**src/rtl/fetch_queue_unit.sv**
```systemverilog
// Instruction fetch front end: owns the PC, issues req/ack reads to instruction
// memory and buffers {instruction, pc} pairs in a DEPTH-entry prefetch queue.
module fetch_queue_unit #(
  parameter int          ADDR_W   = 8,
  parameter int          INST_W   = 8,
  parameter int          DEPTH    = 4,
  parameter int unsigned RESET_PC = 0
) (
  input  logic                     clk,
  input  logic                     reset,
  output logic                     mem_req,
  output logic [ADDR_W-1:0]        mem_addr,
  input  logic                     mem_ack,
  input  logic [INST_W-1:0]        mem_rdata,
  output logic                     inst_valid,
  output logic [INST_W-1:0]        inst,
  output logic [ADDR_W-1:0]        inst_pc,
  input  logic                     inst_ready,
  input  logic                     redirect,
  input  logic [ADDR_W-1:0]        redirect_target,
  output logic [$clog2(DEPTH):0]   count,
  output logic                     dbgState
);

  localparam int PTR_W = $clog2(DEPTH);
  localparam int CNT_W = PTR_W + 1;

  typedef enum logic {FETCH = 1'b0, STALL = 1'b1} stateE;

  stateE             state;
  logic [ADDR_W-1:0] fetchPc;
  logic [PTR_W-1:0]  headPtr;
  logic [PTR_W-1:0]  tailPtr;
  logic [INST_W-1:0] qInst [DEPTH];
  logic [ADDR_W-1:0] qPc   [DEPTH];

  logic              push;
  logic              pop;
  logic [CNT_W-1:0]  countNext;
  logic              nextFetch;

  // Handshakes: a memory read completes when mem_req & mem_ack (rdata valid that
  // cycle); a queue entry is consumed when inst_valid & inst_ready. Redirect
  // overrides both, so nothing transfers in a redirect cycle.
  assign push = mem_req & mem_ack & ~redirect;
  assign pop  = inst_valid & inst_ready & ~redirect;

  always_comb begin
    countNext = count;
    if (redirect)
      countNext = '0;
    else
      countNext = count + CNT_W'(push) - CNT_W'(pop);
  end

  // Keep requesting unless this cycle's update leaves the queue full.
  assign nextFetch = redirect || (countNext != CNT_W'(DEPTH));

  always_ff @(posedge clk or posedge reset) begin
    if (reset) begin
      state   <= FETCH;
      mem_req <= 1'b0;
      fetchPc <= ADDR_W'(RESET_PC);
      headPtr <= '0;
      tailPtr <= '0;
      count   <= '0;
      for (int i = 0; i < DEPTH; i++) begin
        qInst[i] <= '0;
        qPc[i]   <= '0;
      end
    end else begin
      count   <= countNext;
      state   <= nextFetch ? FETCH : STALL;
      mem_req <= nextFetch;
      if (redirect) begin
        headPtr <= '0;
        tailPtr <= '0;
        fetchPc <= redirect_target;
      end else begin
        if (push) begin
          qInst[tailPtr] <= mem_rdata;
          qPc[tailPtr]   <= fetchPc;
          tailPtr        <= tailPtr + 1'b1;
          fetchPc        <= fetchPc + 1'b1;
        end
        if (pop)
          headPtr <= headPtr + 1'b1;
      end
    end
  end

  assign mem_addr   = fetchPc;
  assign inst_valid = (count != '0);
  assign inst       = inst_valid ? qInst[headPtr] : '0;
  assign inst_pc    = inst_valid ? qPc[headPtr]   : '0;
  assign dbgState   = (state == STALL);

endmodule
```
**config.mk**
```make
export PLATFORM = sky130hd
export DESIGN_NAME = fetch_queue_unit
export DESIGN_NICKNAME = d
export VERILOG_FILES = /design/src/rtl/fetch_queue_unit.sv
export SDC_FILE = /design/constraint.sdc
export NUM_CORES = 1
export LEC_CHECK = 0
export BUFFER_PORTS_ARGS = -buffer_cell sky130_fd_sc_hd__buf_4
export CAP_MARGIN = 15
export CORE_ASPECT_RATIO = 0.8
export CORE_UTILIZATION = 35
export DETAILED_ROUTE_END_ITERATION = 8
export PLACE_DENSITY = 0.62
export SYNTH_ARGS = -nofsm -noshare
export SYNTH_HDL_FRONTEND = slang
export SYNTH_SLANG_ARGS = --single-unit
export TNS_END_PERCENT = 30
```
**constraint.sdc**
```tcl
create_clock -name clk -period 2.43 [get_ports clk]
set_input_delay 0.486 -clock clk [delete_from_list [all_inputs] [get_ports clk]]
set_output_delay 0.486 -clock clk [all_outputs]
set_load 0.005 [all_outputs]
```
### Word-level counts from Yosys, hierarchy flattened

Index checks and enable logic that the tools add are counted.

| storage, ports and cells | value |
|---|---|
| register bits | 81 |
| bits of input ports | 21 |
| output and inout port bits | 30 |
| word-level logic and storage cells | 56 |

| cells by class | value |
|---|---|
| add/subtract/negate cells | 5 |
| magnitude comparators | 3 |
| eq/ne operators | 1 |
| muxes and demuxes | 20 |
| bitwise gates (word level) | 7 |
| reduce and logical (&&, ||, !) cells | 6 |

Operator list:

| cell | number |
|---|---|
| 2-to-1 mux 8 bit | 9 |
| bitwise mux 32 bit | 2 |
| binary-select mux 8 bit (select 2 bit) | 2 |
| demux 8 bit (select 2 bit) | 1 |
| adder 8 x 1 -> 8 bit (second input constant) | 1 |
| 2-to-1 mux 2 bit | 4 |
| greater-or-equal comparator 3 bit (second input constant) | 2 |
| NOT 2 -> 3 bit | 2 |
| adder 2 x 1 -> 2 bit (second input constant) | 2 |
| AND 1 bit | 4 |
| nonzero test 2 bit | 2 |
| adder 3 x 1 -> 3 bit | 1 |
| less-than comparator 3 x 1 -> 1 bit (second input constant) | 1 |
| 2-to-1 mux 3 bit | 1 |
| inequality test 3 bit (second input constant) | 1 |
| nonzero test 3 bit | 1 |
| subtractor 3 x 1 -> 3 bit | 1 |
| AND reduction 2 bit | 1 |
| logical AND 1 bit | 1 |
| logical OR 1 bit | 1 |
| 2-to-1 mux 1 bit | 1 |
| NOT 1 bit | 1 |

### Depth between registers and ports, before layout

Gate-level depths: netlist of the first run.

| logic depth | value |
|---|---|
| word-level depth | 8 |
| depth in mapped cells | 11 |
| mapped depth without buffers | 10 |

### Least setup slack after synthesis of the first run

Ideal clock, no wire load.

| path | value |
|---|---|
| kind | input to register |
| start | in redirect |
| end | reg state (netlist: dbgState) |
| setup time | 0.120 ns |
| arrival | 2.341 ns |
| setup slack | -0.031 ns |
| cell stages on the path | 11 |
| path buffers | 2 |
| cell sequence | clkbuf_1 > clkbuf_1 > nor2_1 > ha_1 > inv_1 > ha_1 > inv_1 > fa_1 > xnor3_1 > nor2_1 > and3_1 |

| between the ends | value |
|---|---|
| word-level cells in the longest chain between the ends | 8 |
| elaborated cells on any way between the ends | 9 |
| classes of those cells | 2 x add/sub; 1 x eq/ne; 2 x mux; 3 x bitwise; 1 x reduce/logical |

Ends and longest elaborated chain:

| element | RTL line | text |
|---|---|---|
| from (decl) | 19 | `input logic redirect,` |
| NOT 1 bit (no source line) | -- |  |
| AND 1 bit | 45 | `assign push = mem_req & mem_ack & ~redirect;` |
| adder 3 x 1 -> 3 bit | 53 | `countNext = count + CNT_W'(push) - CNT_W'(pop);` |
| subtractor 3 x 1 -> 3 bit | 53 |  |
| 2-to-1 mux 3 bit (*) | 50 | `if (redirect)` |
| net countNext[2] | 39 | `logic [CNT_W-1:0] countNext;` |
| inequality test 3 bit (*) | 57 | `assign nextFetch = redirect \|\| (countNext != CNT_W'(DEPTH));` |
| logical OR 1 bit (*) | 57 |  |
| 2-to-1 mux 1 bit (*) | 73 | `state <= nextFetch ? FETCH : STALL;` |
| to (signal assigned) | 73 |  |
| to (decl) | 30 | `stateE state;` |

The timed path passes the listed nets; every way through them passes the cells marked *.
A chain may end at the register's enable or synchronous reset.

### Worst setup path in the final report of the first run

| path | value |
|---|---|
| start | reg count[1] |
| end | reg state (netlist: dbgState) |

| between the ends | value |
|---|---|
| word-level cells in the longest chain between the ends | 8 |
| elaborated cells on any way between the ends | 9 |
| classes of those cells | 2 x add/sub; 1 x eq/ne; 2 x mux; 2 x bitwise; 2 x reduce/logical |

Ends and longest elaborated chain:

| element | RTL line | text |
|---|---|---|
| from (decl) | 21 | `output logic [$clog2(DEPTH):0] count,` |
| from (signal assigned) | 72 | `count <= countNext;` |
| parallel branches: the longest is 3 deep, another holds adder 3 x 1 -> 3 bit | -- |  |
| subtractor 3 x 1 -> 3 bit (*) | 53 |  |
| 2-to-1 mux 3 bit (*) | 50 |  |
| net countNext[2] | 39 |  |
| inequality test 3 bit (*) | 57 |  |
| logical OR 1 bit (*) | 57 |  |
| 2-to-1 mux 1 bit (*) | 73 |  |

Mark *: on every way through the listed nets, which the timed path passes.

==> qor.yml, run 1 <==
status:
  status: "completed"
timing:
  period_minus_slack_ns: 2.30
  fin_crit_sh: 0.945
  setup_ws_ns: 0.133
  slew_headroom: 0.556
  finalSetupViolations: 0
  tightest_slew_ns: 0.664
  finalHoldViolCount: 0
  final.setup_skew_ns: 0.00600
  max_freq_mhz: 435
  whs_ns: 0.241
  maxSlewViolCount: 0
detailed_routing:
  wirelength_um: 8060
  drt-pass1-iter-count: 4
  postRouteAntennaNets: 0
  viasPerCell: 4.98
  vias: 2376
  drtIter0Drc: 151
  routedWlPerCell_um: 16.9
  drc: 0
final_layout:
  n_antenna_cell: 0
  postLayoutCoreUtil: 0.446
  fillCellCount: 973
  fin_cells: 477
  fin_area_sq_um: 4830
  drive_gt1_frac: 0.498
  area_delta_synth_final_pct: 24.1
  final_nets: 357
placed_design:
  place_inst: 461
  dp_slack_ns: 0.00895
  dpl.hpwl_um: 5410
  place_congestion: 0.757
  placed_area_sq_um: 4470
  io_buffers: 50
synthesis:
  synth_top_area_frac: 0.520
  synth_top_area_cell: "dfrtp_1"
  syn-cell-area_sq_um: 3900
  synthXorXnorAreaFrac: 0.0170
  ys_top_cells_by_count: "dfrtp_1, mux2_2, mux4_2"
  synthTopCellsByArea: "dfrtp_1, mux2_2, mux4_2"
  ys_types: 33
  synth_edf_count: 0
  synth.avg_cell_area_sq_um: 14.5
  syn_inst: 268
  synthAdderAreaFrac: 0.0276
  synth_seq_area_share: 0.520
  synth_top_family_by_area: "multiplexers"
  synth_compound_area_frac: 0.0206
  syn_nets: 297
  synth_seq_cells: 81
  synth.most_common_cell: "dfrtp_1"
  ys_async_sr_fraction: 1.00
  ys.warnings.count: 0
  synth.area.mux_share: 0.282
  synth-simple-area-share: 0.0925
  ys.flop_type: "dfrtp_1"
worst_setup_path:
  cpPeakStageDelay_ns: 0.42
  r2r_start: "count[1]"
  cp_slowest_cell: "dfrtp_1"
  crit_arrival_ns: 2.58
  cp_data_required_time_ns: 2.71
  regToRegSetupSlack_ns: 0.13
  path_class: "reg2reg"
  cp-start-kind: "flip-flop"
  crit_chain: "o31ai_4 > nor2_1 > ha_1 > inv_1 > ha_1 > inv_1 > fa_1 > xnor3_1 > nor2_1 > and3_1"
  critPathCaptureType: "flip-flop"
  worst-path-max-fanout: 3
  crit_path_start: "count[1]"
global_route:
  grt_pass1_vias: 2392
  grt_usage: 0.156
  grt_start_max_net_pins: 30
  overflow: 0
  grt_pass1_wl_um: 13100
  antenna_found_initial: 0
power:
  switching_share: 0.276
  p_int_w: 0.00419
  power_frac_comb: 0.343
  power_density_nw_per_um2: 1200
  power_frac_seq: 0.387
  leakage_nw: 2.20
  clock_power_share: 0.269
  ir_drop_v: 0.000498
  p_switching_w: 0.00160
floorplanning:
  placement_rows: 34
  die_w_um: 120
  start_util: 0.359
  io_pins: 51
  core_sq_um: 10800
  die_h_um: 96.4
  die_area_sq_um: 11600
clock_network:
  cts_tree: "yes"
  cts_buffers: 9
  hold_buffers: 0
  cts_root_buffer: "clkbuf_16"
  clkLatencyLatePin_ns: 0.34
  clock-sinks: 81
  path_clk_slew_ns: 0.06
  clk_path_buf_depth: 2
  htreeDepth: 3
hold_path:
  hold_class: "in2async"
flow_run:
  drv_cap: 0
-- final cells by class --
type	instances	area, sq um	area share
well taps	144	180	0.0373
clock inverters	4	98.8	0.0204
multi-input cells	163	1730	0.358
repair buffers	62	503	0.104
flip-flops and latches	81	2030	0.420
clock buffers	12	246	0.0510
inverters	11	45.0	0.00932
-- critical path, delay by kind of cell (launching register included) --
kind	cells	cell delay [ns]
flip-flops	1	0.42
AO/OA/AOI/OAI	1	0.31
buffers and inverters	2	0.11
XOR/XNOR	1	0.20
adder cells (fa/ha/maj)	3	0.78
AND/OR/NAND/NOR	3	0.43
-- state kept, by name, summed over array words and instances (netlist names) --
signal,cells
count,3
mem_req,1
tailPtr,2
qPc,32
qInst,32
mem_addr,8
dbgState,1
headPtr,2
-- through the flow --
step / TNS [ns] / total power, W
final: 0 / 0.00579
after global placement: 0 / 0.00418
after floorplan: -0.0308 / 0.00351
after CTS: 0 / 0.00586
after global routing: -0.0000124 / 0.00616
after detailed placement: 0 / 0.00428
-- layout by cell type, fill, tap and decap left out, types with 5 or more instances in the layout --
cell / n
dfrtp_1: 79
clkbuf_16: 9
nand2_1: 11
mux4_2: 16
nor2b_1: 15
mux2_2: 62
ha_1: 7
buf_4: 59
or4_1: 5
inv_1: 10
nand3_1: 8
nor2_1: 7
-- cell families (layout without fill, tap and decap cells) --
logic type,after synthesis,in the layout
mux,81,81
flops,81,81
simple gates,56,56
buf+inv,24,89
compound gates,12,12
fa+ha+maj,8,8
xor+xnor,6,6
-- path summary, 6_finish.rpt --
check                      depth (start not counted)          end
max in group asynchronous                          3   headPtr[1]
hold reg to reg                                    1     qInst[8]
setup reg to reg                                  10     dbgState
setup / recovery                                  10     dbgState
min in group clk                                   3  mem_addr[4]
hold / removal                                     2      qPc[19]
-- power groups by stage --
stage               registers (W)  clock network (W)  logic (W)
floorplan                 0.00213                  0    0.00138
global placement          0.00222                  0    0.00196
detailed placement        0.00225                  0    0.00203
CTS                       0.00223            0.00160    0.00203
global route              0.00232            0.00166    0.00219
finish                    0.00224            0.00156    0.00199
-- repair_timing --
item,4_1_cts,5_1_grt
buffers inserted,0,0
setup endpoints to repair,0,9
resized for setup,0,4
-- layer usage --
| metal | share of wire | track usage | routed length (um) |
|---|---|---|---|
| met2 | 0.47 | 0.243 | 3790 |
| met1 | 0.46 | 0.204 | 3730 |
| met5 | 0 | 0 | 0 |
| met3 | 0.057 | 0.0569 | 457 |
| met4 | 0.0098 | 0.0500 | 79 |
Note: power is estimated with default switching activity, not from simulation.
==> run 2, diff against run 1 <==
Settings changed: GPL_TIMING_DRIVEN set to 0.
==> qor.yml, run 2 (synthesis gave the netlist of run 1 again) <==
worst_setup_path:
  r2r_end: "dbgState"
  path_class: "reg2out"
  cp_data_required_time_ns: 1.94  # -0.77 ns
  cp-start-kind: "flip-flop"
  crit_arrival_ns: 1.85  # -0.73 ns
  path_buf_inv: 3  # +1
  critical-path-top-delay-family: "buffers and inverters"
  r2r_cells: 10  # unchanged
  cpPeakStageDelay_ns: 0.51  # +0.09 ns
  worst-path-max-fanout: 10  # +7
  regToRegSetupSlack_ns: 0.14  # about the same
  crit_path_frequent_cell: "buf_6"
  r2r_start: "count[1]"
  crit_chain: "buf_6 > buf_6 > mux4_2 > nor2b_1 > buf_4"
  cp_slowest_cell: "mux4_2"
  critPathCaptureType: "primary output"
timing:
  finalSetupTns_ns: 0  # unchanged
  max_freq_mhz: 428  # -1.7%
  finalHoldViolCount: 0  # unchanged
  finalSetupViolations: 0  # unchanged
  tightest_slew_ns: 0.567  # -0.0964 ns
  slew_headroom: 0.621  # +0.0644
  period_minus_slack_ns: 2.34  # +0.0395 ns
  rsz0062_at_grt: "false"
  maxSlewViolCount: 0  # unchanged
  fin_crit_sh: 0.962  # +0.0163
  final.setup_skew_ns: 0.00609  # +0.0000890 ns
floorplanning:
  die_h_um: 96.4  # unchanged
  die_area_sq_um: 11600  # unchanged
  placement_rows: 34  # unchanged
  core_sq_um: 10800  # unchanged
  start_util: 0.359  # unchanged
  die_w_um: 120  # unchanged
  io_pins: 51  # unchanged
final_layout:
  drive_gt1_frac: 0.512  # +0.0133
  final_nets: 362  # +1.4%
  fillCellCount: 973  # unchanged
  layout_commonest_cell: "dfrtp_1"
  n_antenna_cell: 0  # unchanged
  area_delta_synth_final_pct: 25.5
  mostFrequentLayoutCells: "dfrtp_1, mux2_2, buf_4"
  multi_input_area_sq_um: 1740  # +0.51%
  seq_area_sq_um: 2030  # about the same
detailed_routing:
  routedWlPerCell_um: 17.0  # +0.45%
  drt-pass1-iter-count: 4  # unchanged
  wirelength_um: 8180  # +1.5%
  viasPerCell: 4.87  # -2.2%
  vias: 2349  # -1.1%
  drtIter0Drc: 95  # -37%
  postRouteAntennaNets: 0  # unchanged
  drc: 0  # unchanged
clock_network:
  clkLatencyLatePin_ns: 0.33  # about the same
  cts_tree: "yes"
  path_clk_slew_ns: 0.06  # about the same
  htreeDepth: 3  # unchanged
  hold_buffers: 0  # unchanged
  clk_path_buf_depth: 2  # unchanged
  cts_root_buffer: "clkbuf_16"
  cts_buffers: 9  # unchanged
  clock-sinks: 81  # unchanged
global_route:
  overflow: 0  # unchanged
  grt_start_max_net_pins: 31  # +3.3%
  gr-max-usage-layer: "met2"
  grt_util_met2: 0.248  # +0.00431
  grt_pass1_wl_um: 13000  # -0.16%
  grt_util_met3: 0.0381  # -0.0188
  met1_usage: 0.208  # +0.00464
  grt_usage: 0.154  # -0.00261
  grt_pass1_vias: 2410  # +0.75%
  antenna_found_initial: 0  # unchanged
power:
  power_density_nw_per_um2: 1180  # -1.2%
  ir_drop_v: 0.000561  # +13%
  leakage_nw: 2.22  # +1.0%
  total_power_w: 0.00579  # -0.10%
status:
  status: "completed"
hold_path:
  hold_class: "in2async"
flow_run:
  drv_cap: 0  # unchanged
placed_design:
  place_congestion: 0.767  # +1.3%
  dpl.hpwl_um: 5580  # +3.2%
  io_buffers: 50  # unchanged
run 2: changes by cell type in the layout (fill, tap and decap cells not counted), sizes merged:
cell / change
clkbuf: +3
buf: +2
bufinv: -1
clkinv: +1
clkinvlp: +1
inv: -1
run 2: what timing repair did:
action,4_1_cts,5_1_grt
setup endpoints to repair,15,5
cloned,0,0
hold endpoints to repair,0,0
pin swaps,1,0
gates resized for setup,5,9
setup buffers,2,0
run 2: stage by stage:
step | area [sq um] | hold WS [ns] | util | setup slack [ns] | std cells
6_report | 4890 | 0.216 | 0.451 | 0.0935 | 482
5_1_grt | 4890 | 0.259 | 0.451 | 0.00645 | 482
4_1_cts | 4860 | 0.226 | 0.448 | 0.0123 | 482
3_5_place_dp | 4500 | 0.490 | 0.415 | -0.481 | 464
3_3_place_gp | 4460 | 0.482 | 0.411 | -0.633 | 462
2_1_floorplan | 3900 | 0.474 | - | -0.0308 | 268
run 2: area by class of cell:
type                    instances  area share
clock inverters                 4      0.0156
clock buffers                  12      0.0504
multi-input cells             163       0.356
flip-flops and latches         81       0.415
repair buffers                 54      0.0906
plain buffers                  13      0.0261
well taps                     144      0.0368
inverters                      11     0.00921
run 2: layer usage:
metal  routed length [um]  vias up
met2                 3740       55
met4                   42        0
met3                  356        4
met1                 4040     1189
li1                     -     1101
met5                    0        -
run 2: how the worst max path moves through the flow:
stage          cells after the start       start  slack [ns]         end
2_1_floorplan                     11    redirect       -0.03    dbgState
3_3_place_gp                       4    count[1]       -0.63  inst_pc[1]
3_5_place_dp                      12    redirect       -0.48    dbgState
4_1_cts                            5  headPtr[0]        0.01  inst_pc[5]
5_1_grt                           10    count[1]       0.006    dbgState
6_report                           5  headPtr[0]        0.09  inst_pc[5]
run 2: power breakdown:
group,leakage [nW],switching [W],total [W],internal (W)
registers,1.02,0.000340,0.00224,0.00191
logic,1.05,0.000781,0.00209,0.00131
clock network,0.153,0.000516,0.00145,0.000930
total,2.22,0.00164,0.00579,0.00415
==> run 3, diff against run 2 <==
Settings changed: PLACE_DENSITY 0.62 to 0.6.
Clock period 2.43 ns to 2.57 ns, I/O delays scaled along.
==> qor.yml, run 3 (synthesis gave the netlist of run 1 again) <==
power:
  clock_power_share: 0.229  # -0.021
  ir_drop_v: 0.000441  # -21%
  leakage_nw: 2.19  # -1.5%
  power_density_nw_per_um2: 1080  # -9.0%
  p_switching_w: 0.00154  # -6.1%
  p_int_w: 0.00363  # -12%
  power_frac_seq: 0.407  # +0.019
  switching_share: 0.297  # +0.0143
  power_frac_comb: 0.364  # +0.002
global_route:
  grt_usage: 0.151  # -0.00306
  overflow: 0  # unchanged
  antenna_found_initial: 0  # unchanged
  grt_pass1_vias: 2320  # -3.7%
  grt_start_max_net_pins: 31  # unchanged
  grt_pass1_wl_um: 12700  # -2.5%
placed_design:
  io_buffers: 50  # unchanged
  dpl.hpwl_um: 5600  # +0.33%
  place_inst: 464  # unchanged
  place_congestion: 0.736  # -4.1%
timing:
  finalSetupViolations: 0  # unchanged
  finalHoldViolCount: 0  # unchanged
  rsz0062_at_grt: "false"
  period_minus_slack_ns: 2.42
  maxSlewViolCount: 0  # unchanged
  slew_headroom: 0.569  # -0.0514
  fin_crit_sh: 0.943
  max_freq_mhz: 412
  tightest_slew_ns: 0.644  # +0.0769 ns
  final.setup_skew_ns: 0.00438  # -0.00171 ns
clock_network:
  path_clk_slew_ns: 0.06  # about the same
  cts_setup_buffers: 0  # -2
  clkLatencyLatePin_ns: 0.33  # about the same
  htreeDepth: 3  # unchanged
  hold_buffers: 0  # unchanged
  cts_buffers: 9  # unchanged
  clock-sinks: 81  # unchanged
  cts_root_buffer: "clkbuf_16"
  cts_tree: "yes"
  clk_path_buf_depth: 2  # unchanged
final_layout:
  seq_area_sq_um: 2030  # -0.19%
  fin_cells: 480  # -0.41%
  fillCellCount: 997  # +2.5%
  postLayoutCoreUtil: 0.443  # -0.00807
  final_nets: 360  # -0.55%
  layout_commonest_cell: "dfrtp_1"
  mostFrequentLayoutCells: "dfrtp_1, mux2_2, buf_4"
  n_antenna_cell: 0  # unchanged
  drive_gt1_frac: 0.497  # -0.0148
  multi_input_area_sq_um: 1720  # -0.93%
  area_delta_synth_final_pct: 23.2
worst_setup_path:
  r2r_cells: 10  # unchanged
  path_buf_inv: 2  # -1
  critical-path-top-delay-family: "simple AND/OR/NAND/NOR gates"
  r2r_end: "dbgState"
  cp_data_required_time_ns: 2.06  # +0.12 ns
  cp_slowest_cell: "nor3_4"
  cpPeakStageDelay_ns: 0.48  # -0.03 ns
  regToRegSetupSlack_ns: 0.20  # +0.06 ns
  cp-start-kind: "flip-flop"
  worst-path-max-fanout: 10  # unchanged
  critPathCaptureType: "primary output"
  path_class: "reg2out"
  r2r_start: "count[1]"
  crit_chain: "nor3_4 > clkbuf_2 > nor2b_1 > buf_4"
  crit_arrival_ns: 1.91  # +0.06 ns
  crit_path_start: "count[2]"
detailed_routing:
  wirelength_um: 7970  # -2.6%
  drtIter0Drc: 93  # -2.1%
  drt-pass1-iter-count: 6  # +2
  postRouteAntennaNets: 0  # unchanged
  vias: 2397  # +2.0%
  routedWlPerCell_um: 16.6  # -2.2%
  drc: 0  # unchanged
  viasPerCell: 4.99  # +2.5%
floorplanning:
  io_pins: 51  # unchanged
  start_util: 0.359  # unchanged
  core_sq_um: 10800  # unchanged
  die_h_um: 96.4  # unchanged
  die_area_sq_um: 11600  # unchanged
  die_w_um: 120  # unchanged
  placement_rows: 34  # unchanged
flow_run:
  drv_cap: 0  # unchanged
status:
  status: "completed"
hold_path:
  hold_class: "in2async"
## run 3: cell count changes in the layout (fill, tap and decap cells not counted), sizes merged
cell / previous run / this run
clkinv: 1 / 3
clkinvlp: 2 / 3
clkbuf: 15 / 13
inv: 10 / 12
bufinv: 2 / 0
buf: 64 / 61
## run 3: how the worst max path moves through the flow
stage	to	slack, ns	cells past startpoint
after floorplan	dbgState	0.08	11
after CTS	dbgState	0.006	12
after global placement	inst_pc[0]	-0.56	4
after detailed placement	dbgState	-0.34	12
after global routing	inst_pc[0]	0.005	4
final	inst_pc[0]	0.15	4
## run 3: cell type report
type | count | share of cell area
multi-input cells | 163 | 0.359
plain buffers | 13 | 0.0255
clock inverters | 7 | 0.0115
inverters | 11 | 0.00938
clock buffers | 9 | 0.0469
flip-flops and latches | 81 | 0.422
well taps | 144 | 0.0375
repair buffers | 52 | 0.0881
## run 3: per-stage QoR
step / hold slack [ns] / setup WS (ns) / power, W / TNS [ns] / area, sq um
after floorplan: 0.474 / 0.0812 / 0.00332 / 0 / 3900
after global placement: 0.483 / -0.560 / 0.00395 / -5.82 / 4460
after detailed placement: 0.488 / -0.340 / 0.00403 / -1.03 / 4510
after CTS: 0.277 / 0.00556 / 0.00525 / 0 / 4800
after global routing: 0.308 / 0.00530 / 0.00550 / 0 / 4800
final: 0.267 / 0.145 / 0.00517 / 0 / 4800
## run 3: power by group through the flow
stage	Clock (W)	Sequential [W]	Combinational [W]
final	0.00118	0.00210	0.00188
after global routing	0.00126	0.00218	0.00206
after CTS	0.00122	0.00210	0.00193
after detailed placement	0	0.00211	0.00192
after global placement	0	0.00209	0.00187
after floorplan	0	0.00202	0.00130
## run 3: metal layers
| layer | global-route usage | up-vias | wire (um) |
|---|---|---|---|
| met5 | 0 | - | 0 |
| met2 | 0.236 | 58 | 3720 |
| met1 | 0.205 | 1236 | 3870 |
| met4 | 0.0469 | 0 | 55 |
| met3 | 0.0405 | 4 | 319 |
| li1 | - | 1099 | - |
## run 3: timing repair
item / in CTS / in global routing
endpoints found under the setup margin: 10 / 3
hold endpoints to repair: 0 / 0
resized for setup: 3 / 3
pin swaps: 0 / 1
gates cloned: 0 / 0
